<file path="src/rtl/tetris_pkg.sv">
// Shared state encoding, keycodes and gravity-period helper for the Tetris sequencer.
package tetris_pkg;

  typedef enum logic [3:0] {
    ST_START = 4'd0,
    ST_SPAWN = 4'd1,
    ST_PLAY  = 4'd2,
    ST_LOCK  = 4'd3,
    ST_CHECK = 4'd4,
    ST_CLEAR = 4'd5,
    ST_PAUSE = 4'd6,
    ST_OVER  = 4'd7
  } tetris_state_e;

  localparam logic [7:0] KEY_SPACE = 8'h2C;
  localparam logic [7:0] KEY_ENTER = 8'h28;
  localparam logic [7:0] KEY_P     = 8'h13;

  // Drop period for a level: shrinks linearly, never below floor_p.
  function automatic logic [31:0] grav_period(input logic [3:0] lvl, input int unsigned base,
                                              input int unsigned step, input int unsigned floor_p);
    longint p;
    p = longint'(base) - longint'(lvl) * longint'(step);
    return (p < longint'(floor_p)) ? floor_p : 32'(p);
  endfunction

endpackage

</file>
<file path="src/rtl/tetris_level_tracker.sv">
// Cumulative line count and level progression, updated once per board scan.
module tetris_level_tracker
  import tetris_pkg::*;
#(
  parameter int unsigned LINES_PER_LEVEL = 10,
  parameter int unsigned MAX_LEVEL       = 15
) (
  input  logic        Clk,
  input  logic        Reset_n,
  input  logic        clear,
  input  logic        scan_valid,
  input  logic [2:0]  lines_cleared,
  output logic [3:0]  level,
  output logic [15:0] lines_total
);

  // Lines gathered toward the next level; the lines still needed is LINES_PER_LEVEL minus this.
  logic [31:0] lines_acc;
  logic [31:0] acc_sum;
  logic [31:0] acc_over;
  logic [16:0] total_sum;

  assign acc_sum   = lines_acc + 32'(lines_cleared);
  assign acc_over  = acc_sum - LINES_PER_LEVEL;
  assign total_sum = {1'b0, lines_total} + 17'(lines_cleared);

  always_ff @(posedge Clk) begin
    if (!Reset_n || clear) begin
      level       <= '0;
      lines_total <= '0;
      lines_acc   <= '0;
    end else if (scan_valid) begin
      lines_total <= total_sum[16] ? '1 : total_sum[15:0];
      if (acc_sum >= LINES_PER_LEVEL) begin
        if (level < 4'(MAX_LEVEL)) level <= level + 4'd1;
        // Only one level-up per scan; leave at least one line still needed.
        lines_acc <= (acc_over >= LINES_PER_LEVEL) ? LINES_PER_LEVEL - 32'd1 : acc_over;
      end else begin
        lines_acc <= acc_sum;
      end
    end
  end

endmodule

</file>
<file path="src/rtl/tetris_game_ctrl.sv">
// Tetris game sequencer: gravity, lock delay, line-clear phase and key edge detection.
// Optional pause support is built when TETRIS_PAUSE_EN is defined.
module tetris_game_ctrl
  import tetris_pkg::*;
#(
  parameter int unsigned GRAV_BASE       = 50_000_000,
  parameter int unsigned GRAV_STEP       = 3_000_000,
  parameter int unsigned GRAV_MIN        = 5_000_000,
  parameter int unsigned LOCK_CYCLES     = 25_000_000,
  parameter int unsigned LOCK_RESETS     = 15,
  parameter int unsigned CLEAR_CYCLES    = 12_500_000,
  parameter int unsigned LINES_PER_LEVEL = 10,
  parameter int unsigned MAX_LEVEL       = 15,
  parameter logic [7:0]  KEY_START       = KEY_SPACE,
  parameter logic [7:0]  KEY_RESTART     = KEY_ENTER,
  parameter logic [7:0]  KEY_PAUSE       = KEY_P
) (
  input  logic        Clk,
  input  logic        Reset_n,
  input  logic [7:0]  keycode,
  input  logic        spawn_possible,
  input  logic        piece_grounded,
  input  logic        piece_moved,
  input  logic        line_scan_done,
  input  logic [2:0]  lines_cleared,
  output logic [3:0]  state_out,
  output logic        spawn_req,
  output logic        gravity_tick,
  output logic        lock_req,
  output logic        scan_start,
  output logic        clear_active,
  output logic [3:0]  level,
  output logic [15:0] lines_total
);

  tetris_state_e state;
  logic [7:0]  prev_key;
  logic [31:0] grav_cnt, lock_cnt, clr_cnt, resets_used, period;
  logic        check_seen, start_press, restart_press, pause_go;
  logic        grav_hit, lock_hit, reset_avail, scan_update, track_clear;

  assign start_press   = (keycode == KEY_START) && (prev_key != KEY_START);
  assign restart_press = (keycode == KEY_RESTART) && (prev_key != KEY_RESTART);

`ifdef TETRIS_PAUSE_EN
  tetris_state_e ret_state;
  assign pause_go = (keycode == KEY_PAUSE) && (prev_key != KEY_PAUSE);
`else
  logic pause_key_unused;
  assign pause_key_unused = (keycode == KEY_PAUSE);
  assign pause_go = 1'b0;
`endif

  assign period      = grav_period(level, GRAV_BASE, GRAV_STEP, GRAV_MIN);
  assign grav_hit    = grav_cnt >= period - 32'd1;
  assign lock_hit    = lock_cnt == LOCK_CYCLES - 32'd1;
  assign reset_avail = piece_moved && (resets_used < LOCK_RESETS);

  assign state_out    = state;
  assign spawn_req    = (state == ST_SPAWN);
  assign gravity_tick = (state == ST_PLAY) && grav_hit;
  assign lock_req     = (state == ST_LOCK) && piece_grounded && !reset_avail && lock_hit;
  assign scan_start   = (state == ST_CHECK) && !check_seen;
  assign clear_active = (state == ST_CLEAR);
  assign scan_update  = (state == ST_CHECK) && line_scan_done && (lines_cleared != 3'd0);
  assign track_clear  = (state == ST_START) && start_press;

  tetris_level_tracker #(
    .LINES_PER_LEVEL(LINES_PER_LEVEL),
    .MAX_LEVEL      (MAX_LEVEL)
  ) u_level (
    .Clk          (Clk),
    .Reset_n      (Reset_n),
    .clear        (track_clear),
    .scan_valid   (scan_update),
    .lines_cleared(lines_cleared),
    .level        (level),
    .lines_total  (lines_total)
  );

  always_ff @(posedge Clk) begin
    if (!Reset_n) begin
      state       <= ST_START;
      prev_key    <= '0;
      grav_cnt    <= '0;
      lock_cnt    <= '0;
      resets_used <= '0;
      clr_cnt     <= '0;
      check_seen  <= 1'b0;
`ifdef TETRIS_PAUSE_EN
      ret_state   <= ST_START;
`endif
    end else begin
      prev_key   <= keycode;
      check_seen <= (state == ST_CHECK);
      case (state)
        ST_START: if (start_press) state <= ST_SPAWN;
        ST_SPAWN: begin
          if (spawn_possible) begin
            state       <= ST_PLAY;
            grav_cnt    <= '0;
            resets_used <= '0;
          end else begin
            state <= ST_OVER;
          end
        end
        ST_PLAY: begin
          // A pause press only takes effect on a cycle without a gravity tick or grounding.
          if (grav_hit) grav_cnt <= '0;
          else if (piece_grounded || !pause_go) grav_cnt <= grav_cnt + 32'd1;
          if (piece_grounded) begin
            state    <= ST_LOCK;
            lock_cnt <= '0;
          end else if (pause_go && !grav_hit) begin
            state <= ST_PAUSE;
`ifdef TETRIS_PAUSE_EN
            ret_state <= ST_PLAY;
`endif
          end
        end
        ST_LOCK: begin
          if (!piece_grounded) begin
            state <= ST_PLAY;
          end else if (reset_avail) begin
            lock_cnt    <= '0;
            resets_used <= resets_used + 32'd1;
          end else if (lock_hit) begin
            state <= ST_CHECK;
          end else if (pause_go) begin
            state <= ST_PAUSE;
`ifdef TETRIS_PAUSE_EN
            ret_state <= ST_LOCK;
`endif
          end else begin
            lock_cnt <= lock_cnt + 32'd1;
          end
        end
        ST_CHECK: begin
          if (line_scan_done) begin
            state   <= (lines_cleared != 3'd0) ? ST_CLEAR : ST_SPAWN;
            clr_cnt <= '0;
          end
        end
        ST_CLEAR: begin
          if (clr_cnt == CLEAR_CYCLES - 32'd1) state <= ST_SPAWN;
          else clr_cnt <= clr_cnt + 32'd1;
        end
`ifdef TETRIS_PAUSE_EN
        ST_PAUSE: if (pause_go) state <= ret_state;
`endif
        ST_OVER: if (restart_press) state <= ST_START;
        default: state <= ST_START;
      endcase
    end
  end

endmodule

</file>
<file path="config.mk">
export PLATFORM = sky130hd
export DESIGN_NAME = tetris_game_ctrl
export DESIGN_NICKNAME = d
export VERILOG_FILES = /design/src/rtl/tetris_pkg.sv /design/src/rtl/tetris_level_tracker.sv /design/src/rtl/tetris_game_ctrl.sv
export SDC_FILE = /design/constraint.sdc
export NUM_CORES = 1
export LEC_CHECK = 0
export ABC_AREA = 1
export BUFFER_PORTS_ARGS = -buffer_cell sky130_fd_sc_hd__clkbuf_2
export CAP_MARGIN = 20
export CORE_ASPECT_RATIO = 1.75
export CORE_UTILIZATION = 65
export CTS_BUF_LIST = sky130_fd_sc_hd__clkbuf_8
export DETAILED_ROUTE_END_ITERATION = 12
export GPL_TIMING_DRIVEN = 0
export PLACE_DENSITY = 0.86
export SLEW_MARGIN = 30
export SYNTH_ARGS = -nofsm -noshare
export SYNTH_HDL_FRONTEND = slang
export SYNTH_SLANG_ARGS = --single-unit
export TNS_END_PERCENT = 20
</file>
<file path="constraint.sdc">
create_clock -name Clk -period 9.9 [get_ports Clk]
set_input_delay 2.475 -clock Clk [delete_from_list [all_inputs] [get_ports Clk]]
set_output_delay 2.475 -clock Clk [all_outputs]
set_load 0.1 [all_outputs]
</file>
==> results.toml, run 1 <==
[run_status]
status = "complete, but fails checks"
violations = "setup timing"

[sta]
maxSlewViolCount = 0
tightest_slew_ns = 0.8458
post-route-worst-setup-slack_ns = -0.3161
fin_crit_sh = 1.032
whs_ns = 0.4483
fmax_ghz = 0.09789
max-slew-margin-rel = 0.4313
fin_skew_ns = 0.01240
fin_crit_ns = 10.22
grt_setup_unrepaired = "yes"
setup_viol_count_final = 1
hold_violations = 0

[setup_path]
crit_slowest_cell = "dfxtp_4"
crit_buf_inv = 7
cp_top_family = "simple AND/OR/NAND/NOR gates"
endpoint_kind = "primary output"
path_max_fanout = 6
cp.required_ns = 7.43
critical_path_class = "flip-flop to primary output"
cpPeakStageDelay_ns = 0.40
crit_path_frequent_cell = "nand2_2"
worstPathArrival_ns = 7.74
cp-start-kind = "flip-flop"

[global_route]
grt_max_degree = 21
gr-usage-all-layers = 0.3745
grt-busiest-layer = "met2"
met2_usage = 0.7357
antenna_found_initial = 0
grtUsageMet3 = 0.06427
global_route.usage.met1 = 0.3308
grt_pass1_vias = 14570
grt_pass1_wl_mm = 66.02
overflow = 0

[routing]
drtIter0Drc = 1600
totalWireLength_mm = 46.69
vias = 16060
ant_nets = 0
avgViaCountPerCell = 6.009
wire_per_inst_um = 17.47
drt_first_pass_iters = 6
drc = 0

[power]
powerDensity_nw_per_um2 = 101.1
p_leak_nw = 7.032
irDropWorstVdd_v = 0.00008074
power_mw = 1.638

[cells_and_area]
final_layout_size_suffix_gt1_frac = 0.1394
fin_util = 0.7571
syn_to_final_growth_pct = 14.86
fin_cells = 2673
register_area_um2 = 3856
multiInputGateArea_um2 = 9574
nets = 2457
antenna_cells = 0
fillers = 1691

[synth]
yosys_register_bits = 192
synth_top_area_cell = "dfxtp_1"
synth_area_leaders = "dfxtp_1 (27%), nand2_1 (15%), inv_1 (8.3%), nor2_1 (6.8%), ha_1 (6.0%)"
syn_area_um2 = 14110
synth-main-ff-cell = "dfxtp_1"
synth_cells = 2260
ys_warn_count = 0
postSynth.asyncResetShare = 0
yosysUniqueCellTypes = 59
synth_top_area_frac = 0.2724
synth-edff-count = 0
syn_nets = 2349
seq_area_frac_synth = 0.2724
syn_area_per_cell_um2 = 6.244

[clocking]
clock-sinks = 192
clockRootBuffer = "clkbuf_8"
h-tree-depth = 4
cts_buffers = 17
clkSlewWorstSetupHoldPaths_ns = 0.11
cts_tree = "yes"
insertion_delay_ns = 0.51
cts-root-to-sink-buffers = 2
cts_hold_buf = 0

[floorplanning]
top_level_ports = 46
die-width_um = 113.4
coreArea_um2 = 21410
rows = 71
dieArea_um2 = 22330
die_h_um = 196.9
start_util = 0.6592

[placement]
dp.cells = 2595
port_buffers = 43
pre_cts_slack_ns = -0.8814
place_hpwl_mm = 32.21
gp_congestion = 0.9823

[min_path]
min_path_type = "flip-flop to flip-flop"

[flow_run]
cap_violations = 0
stage by stage:
step | cell area, um2 | TNS (ns)
2_1_floorplan | 14120 | 0
3_3_place_gp | 14700 | -0.8027
3_5_place_dp | 14700 | -0.8814
4_1_cts | 15550 | 0
5_1_grt | 16210 | -0.5716
6_report | 16210 | -0.3161
cell type report:
type / instances / share of cell area
Sequential cell: 192 / 0.2379
Clock buffer: 18 / 0.01528
Tap cell: 292 / 0.02254
Clock inverter: 14 / 0.009726
Multi-Input combinational cell: 1701 / 0.5907
Inverter: 324 / 0.07534
Timing Repair Buffer: 89 / 0.03697
Buffer: 43 / 0.01158
per-layer routing:
metal	up-vias	routed length [um]	share of wire
li1	7605	-	-
met1	7285	15680	0.34
met2	811	24060	0.52
met3	362	2518	0.054
met4	0	4431	0.095
met5	-	0	0
cell usage after synthesis (5+ instances only):
| library cell | instances |
|---|---|
| nand2_1 | 578 |
| inv_2 | 8 |
| nor3_1 | 123 |
| a32oi_1 | 10 |
| nor2_1 | 254 |
| xnor2_1 | 18 |
| o21ai_1 | 5 |
| nor2_4 | 14 |
| xor2_1 | 38 |
| o21ai_0 | 60 |
| inv_1 | 311 |
| a31oi_1 | 9 |
| nor4_1 | 27 |
| o21a_1 | 5 |
| nand2_2 | 21 |
| a211oi_1 | 6 |
| nor2_2 | 21 |
| dfxtp_1 | 192 |
| clkinv_1 | 5 |
| ha_1 | 68 |
| or2_2 | 14 |
| a21oi_1 | 139 |
| nand4_1 | 57 |
| nand3_1 | 159 |
| o211ai_1 | 7 |
| nand3_2 | 6 |
| nand3b_1 | 16 |
| clkbuf_1 | 36 |
| nor3b_1 | 5 |
flip-flops by register name (all words and copies together), names as in the netlist:
signal               flops
prev_key                 8
resets_used             32
u_level.level            4
u_level.lines_acc       32
clr_cnt                 32
state_out                3
u_level.lines_total     16
lock_cnt                32
grav_cnt                32
check_seen               1
worst paths after layout:
check                                 from                            to  slack, ns  cells past startpoint
max reg2reg  u_level.level[3]$_SDFFE_PP0P_     grav_cnt[11]$_SDFFE_PN0P_       1.35                     50
min           resets_used[28]$_SDFFE_PN0P_  resets_used[28]$_SDFFE_PN0P_       0.45                      2
max          u_level.level[3]$_SDFFE_PP0P_                  gravity_tick      -0.32                     45
min reg2reg   resets_used[28]$_SDFFE_PN0P_  resets_used[28]$_SDFFE_PN0P_       0.45                      2
cell families (layout without fill, tap and decap cells):
group	after synthesis	count (layout)	share of synthesized area
and+or+nand+nor	1307	1307	0.4187
buffers and inverters	367	488	0.09868
AOI/OAI and AO/OA	261	261	0.1039
DFF	192	192	0.2724
adders and majority gates	72	72	0.06596
xor gates and xnor gates	60	60	0.04016
other	1	1	0.0002657
where the power goes:
group	leakage, nW	switching (mW)	internal, mW	total [mW]
combinational	5.27	0.236	0.0646	0.300
sequential	1.55	0.0175	0.786	0.804
clock	0.205	0.335	0.198	0.534
total	7.03	0.589	1.05	1.64
timing repair:
item	in CTS	in global routing
pin swaps	27	60
gates cloned	0	0
gates resized for setup	63	100
buffers inserted	23	23
setup endpoints to repair	1	1
layout by cell type, fill, tap and decap left out, types with 42 or more instances in the layout:
cell / instances
nand2_2: 46
buf_4: 42
nor3_1: 121
clkbuf_2: 42
ha_1: 52
dfxtp_1: 188
nand2_1: 546
nor2_1: 238
nand4_1: 57
a21oi_1: 133
nand3_1: 147
inv_1: 304
o21ai_0: 58
tightest hold or removal path: cells and delay by family, from the launching register on:
family	cells	cell delay [ns]
simple gates	2	0.09
flops	1	0.33
(Power assumes the default switching activity.)
==> run 2, diff against run 1 <==
--- a/config.mk
+++ b/config.mk
@@ -13,7 +13,7 @@
 export CTS_BUF_LIST = sky130_fd_sc_hd__clkbuf_8
 export DETAILED_ROUTE_END_ITERATION = 12
 export GPL_TIMING_DRIVEN = 0
-export PLACE_DENSITY = 0.86
+export PLACE_DENSITY_LB_ADDON = 0.08
 export SLEW_MARGIN = 30
 export SYNTH_ARGS = -nofsm -noshare
 export SYNTH_HDL_FRONTEND = slang
==> results.toml, run 2 (synthesized netlist as in run 1, its figures left out) <==
[run_status]
status = "complete, but fails checks"
violations = "setup timing"

[routing]
drtIter0Drc = 1056
avgViaCountPerCell = 5.839
wire_per_inst_um = 15.81
drt_first_pass_iters = 8
totalWireLength_mm = 42.29
vias = 15610
drc = 0
ant_nets = 0

[setup_path]
worstPathArrival_ns = 7.47
r2r_end = "grav_cnt[5]$_SDFFE_PN0P_"
path_max_fanout = 6
rr_startpoint = "u_level.level[2]$_SDFFE_PP0P_"
cpPeakStageDelay_ns = 0.49
endpoint_kind = "primary output"
cp-start-kind = "flip-flop"
cp.required_ns = 7.43
r2r_cells = 45
critical_path_class = "flip-flop to primary output"
crit_slowest_cell = "fa_1"
ff2ff_setup_slack_ns = 1.69
crit_path_frequent_cell = "nor2_4"

[cells_and_area]
most-common-layout-cells = "nand2_1 (543), inv_1 (302), nor2_1 (237), dfxtp_1 (189), nand3_1 (145)"
syn_to_final_growth_pct = 15.01
nets = 2458
fillers = 1723
final_layout_size_suffix_gt1_frac = 0.1419
antenna_cells = 0
fin_cells = 2674
final_common_cell = "nand2_1"

[clocking]
cts-root-to-sink-buffers = 2
h-tree-depth = 4
insertion_delay_ns = 0.49
cts_buffers = 17
clock-sinks = 192
clockRootBuffer = "clkbuf_8"
clkSlewWorstSetupHoldPaths_ns = 0.10
cts_tree = "yes"

[placement]
pre_cts_slack_ns = -0.7896
place_hpwl_mm = 30.03
dp.cells = 2595
gp_congestion = 0.9673
port_buffers = 43

[power]
powerDensity_nw_per_um2 = 102.7
power_mw = 1.667
p_seq_frac = 0.481
combPwrFrac = 0.181
power_switching_mw = 0.5740
p_int_mw = 1.093
p_leak_nw = 7.077
clock_power_share = 0.338
netSwitchingFraction = 0.3444
irDropWorstVdd_v = 0.0001798

[global_route]
grt_pass1_wl_mm = 62.96
overflow = 0
grt_max_degree = 21
grt_pass1_vias = 14020
gr-usage-all-layers = 0.3484
antenna_found_initial = 0

[sta]
tightest_slew_ns = 0.8349
grt_setup_unrepaired = "yes"
fmax_ghz = 0.1006
fin_setup_tns_ns = -0.04102
fin_crit_sh = 1.004
maxSlewViolCount = 0
setup_viol_count_final = 1
fin_skew_ns = 0.02000
post-route-worst-setup-slack_ns = -0.04102
whs_ns = 0.4490
max-slew-margin-rel = 0.4386
fin_crit_ns = 9.941
hold_violations = 0

[floorplanning]
start_util = 0.6592
dieArea_um2 = 22330
die_h_um = 196.9
die-width_um = 113.4
top_level_ports = 46
coreArea_um2 = 21410
rows = 71

[flow_run]
cap_violations = 0

[min_path]
hold_end = "resets_used[14]$_SDFFE_PN0P_"
min_path_type = "flip-flop to flip-flop"
hold_start = "resets_used[14]$_SDFFE_PN0P_"
holdPathStages = 2
## run 2: cell count changes in the layout (fill, tap and decap cells not counted), moves of 3 or more
cell / change
inv_8: +3
inv_6: -4
nand2_1: -3
nand3_2: +4
ha_4: -3
buf_4: +3
clkinv_4: -3
nand2_2: +3
buf_6: -3
## run 2: per-layer routing
metal  wire length, um  vias to the layer above  part of all wire  track usage
met5                 0                        -                 0            0
met4              3207                        0             0.076       0.2364
met3              2298                      270             0.054      0.05535
met2             21380                      642              0.51       0.6424
met1             15400                     7097              0.36       0.3563
li1                  -                     7604                 -            -
## run 2: per-stage QoR
step | utilization | instance area, um2
2_1_floorplan | - | 14120
3_3_place_gp | 0.6868 | 14700
3_5_place_dp | 0.6868 | 14700
4_1_cts | 0.7263 | 15550
5_1_grt | 0.7581 | 16230
6_report | 0.7581 | 16230
## run 2: repair_timing
item	4_1_cts	5_1_grt
hold buffers	0	0
endpoints found under the hold margin	0	0
pin swaps	19	64
resized for setup	51	109
buffers inserted	22	26
gates cloned	0	0
endpoints found under the setup margin	1	1
## run 2: worst max-delay path by stage
stage                                             start      endpoint  slack [ns]  depth (start not counted)
after floorplan           u_level.level[2]$_SDFFE_PP0P_  gravity_tick        0.04                         46
after CTS                 u_level.level[1]$_SDFFE_PP0P_  gravity_tick        0.01                         46
after detailed placement  u_level.level[3]$_SDFFE_PP0P_  gravity_tick       -0.79                         44
after global placement    u_level.level[3]$_SDFFE_PP0P_  gravity_tick       -0.69                         44
final                     u_level.level[2]$_SDFFE_PP0P_  gravity_tick       -0.04                         43
after global routing      u_level.level[3]$_SDFFE_PP0P_  gravity_tick       -0.36                         46
## run 2: layout make-up
| type | instances | area, um2 | area share |
|---|---|---|---|
| sequential | 192 | 3855 | 0.2375 |
| buffer | 42 | 172.7 | 0.01064 |
| clock buffer | 17 | 234.0 | 0.01442 |
| multi-input combinational | 1701 | 9538 | 0.5876 |
| tap | 292 | 365.4 | 0.02251 |
| inverter | 324 | 1224 | 0.07539 |
| clock inverter | 15 | 214.0 | 0.01318 |
| timing repair buffer | 91 | 628.1 | 0.03870 |
## run 2: power by group through the flow
| stage | clock network (mW) | registers (mW) | logic, mW |
|---|---|---|---|
| CTS | 0.570 | 0.802 | 0.297 |
| finish | 0.563 | 0.803 | 0.301 |
| floorplan | 0 | 0.848 | 0.188 |
| global route | 0.603 | 0.805 | 0.329 |
| global placement | 0 | 0.820 | 0.292 |
| detailed placement | 0 | 0.821 | 0.296 |
## run 2: worst max-delay path, delay by kind of cell (launching register included)
kind | cells | cell delay (ns)
buf+inv | 6 | 0.65
compound gates | 6 | 0.90
fa+ha+maj | 5 | 1.74
flops | 1 | 0.39
simple gates | 26 | 3.26
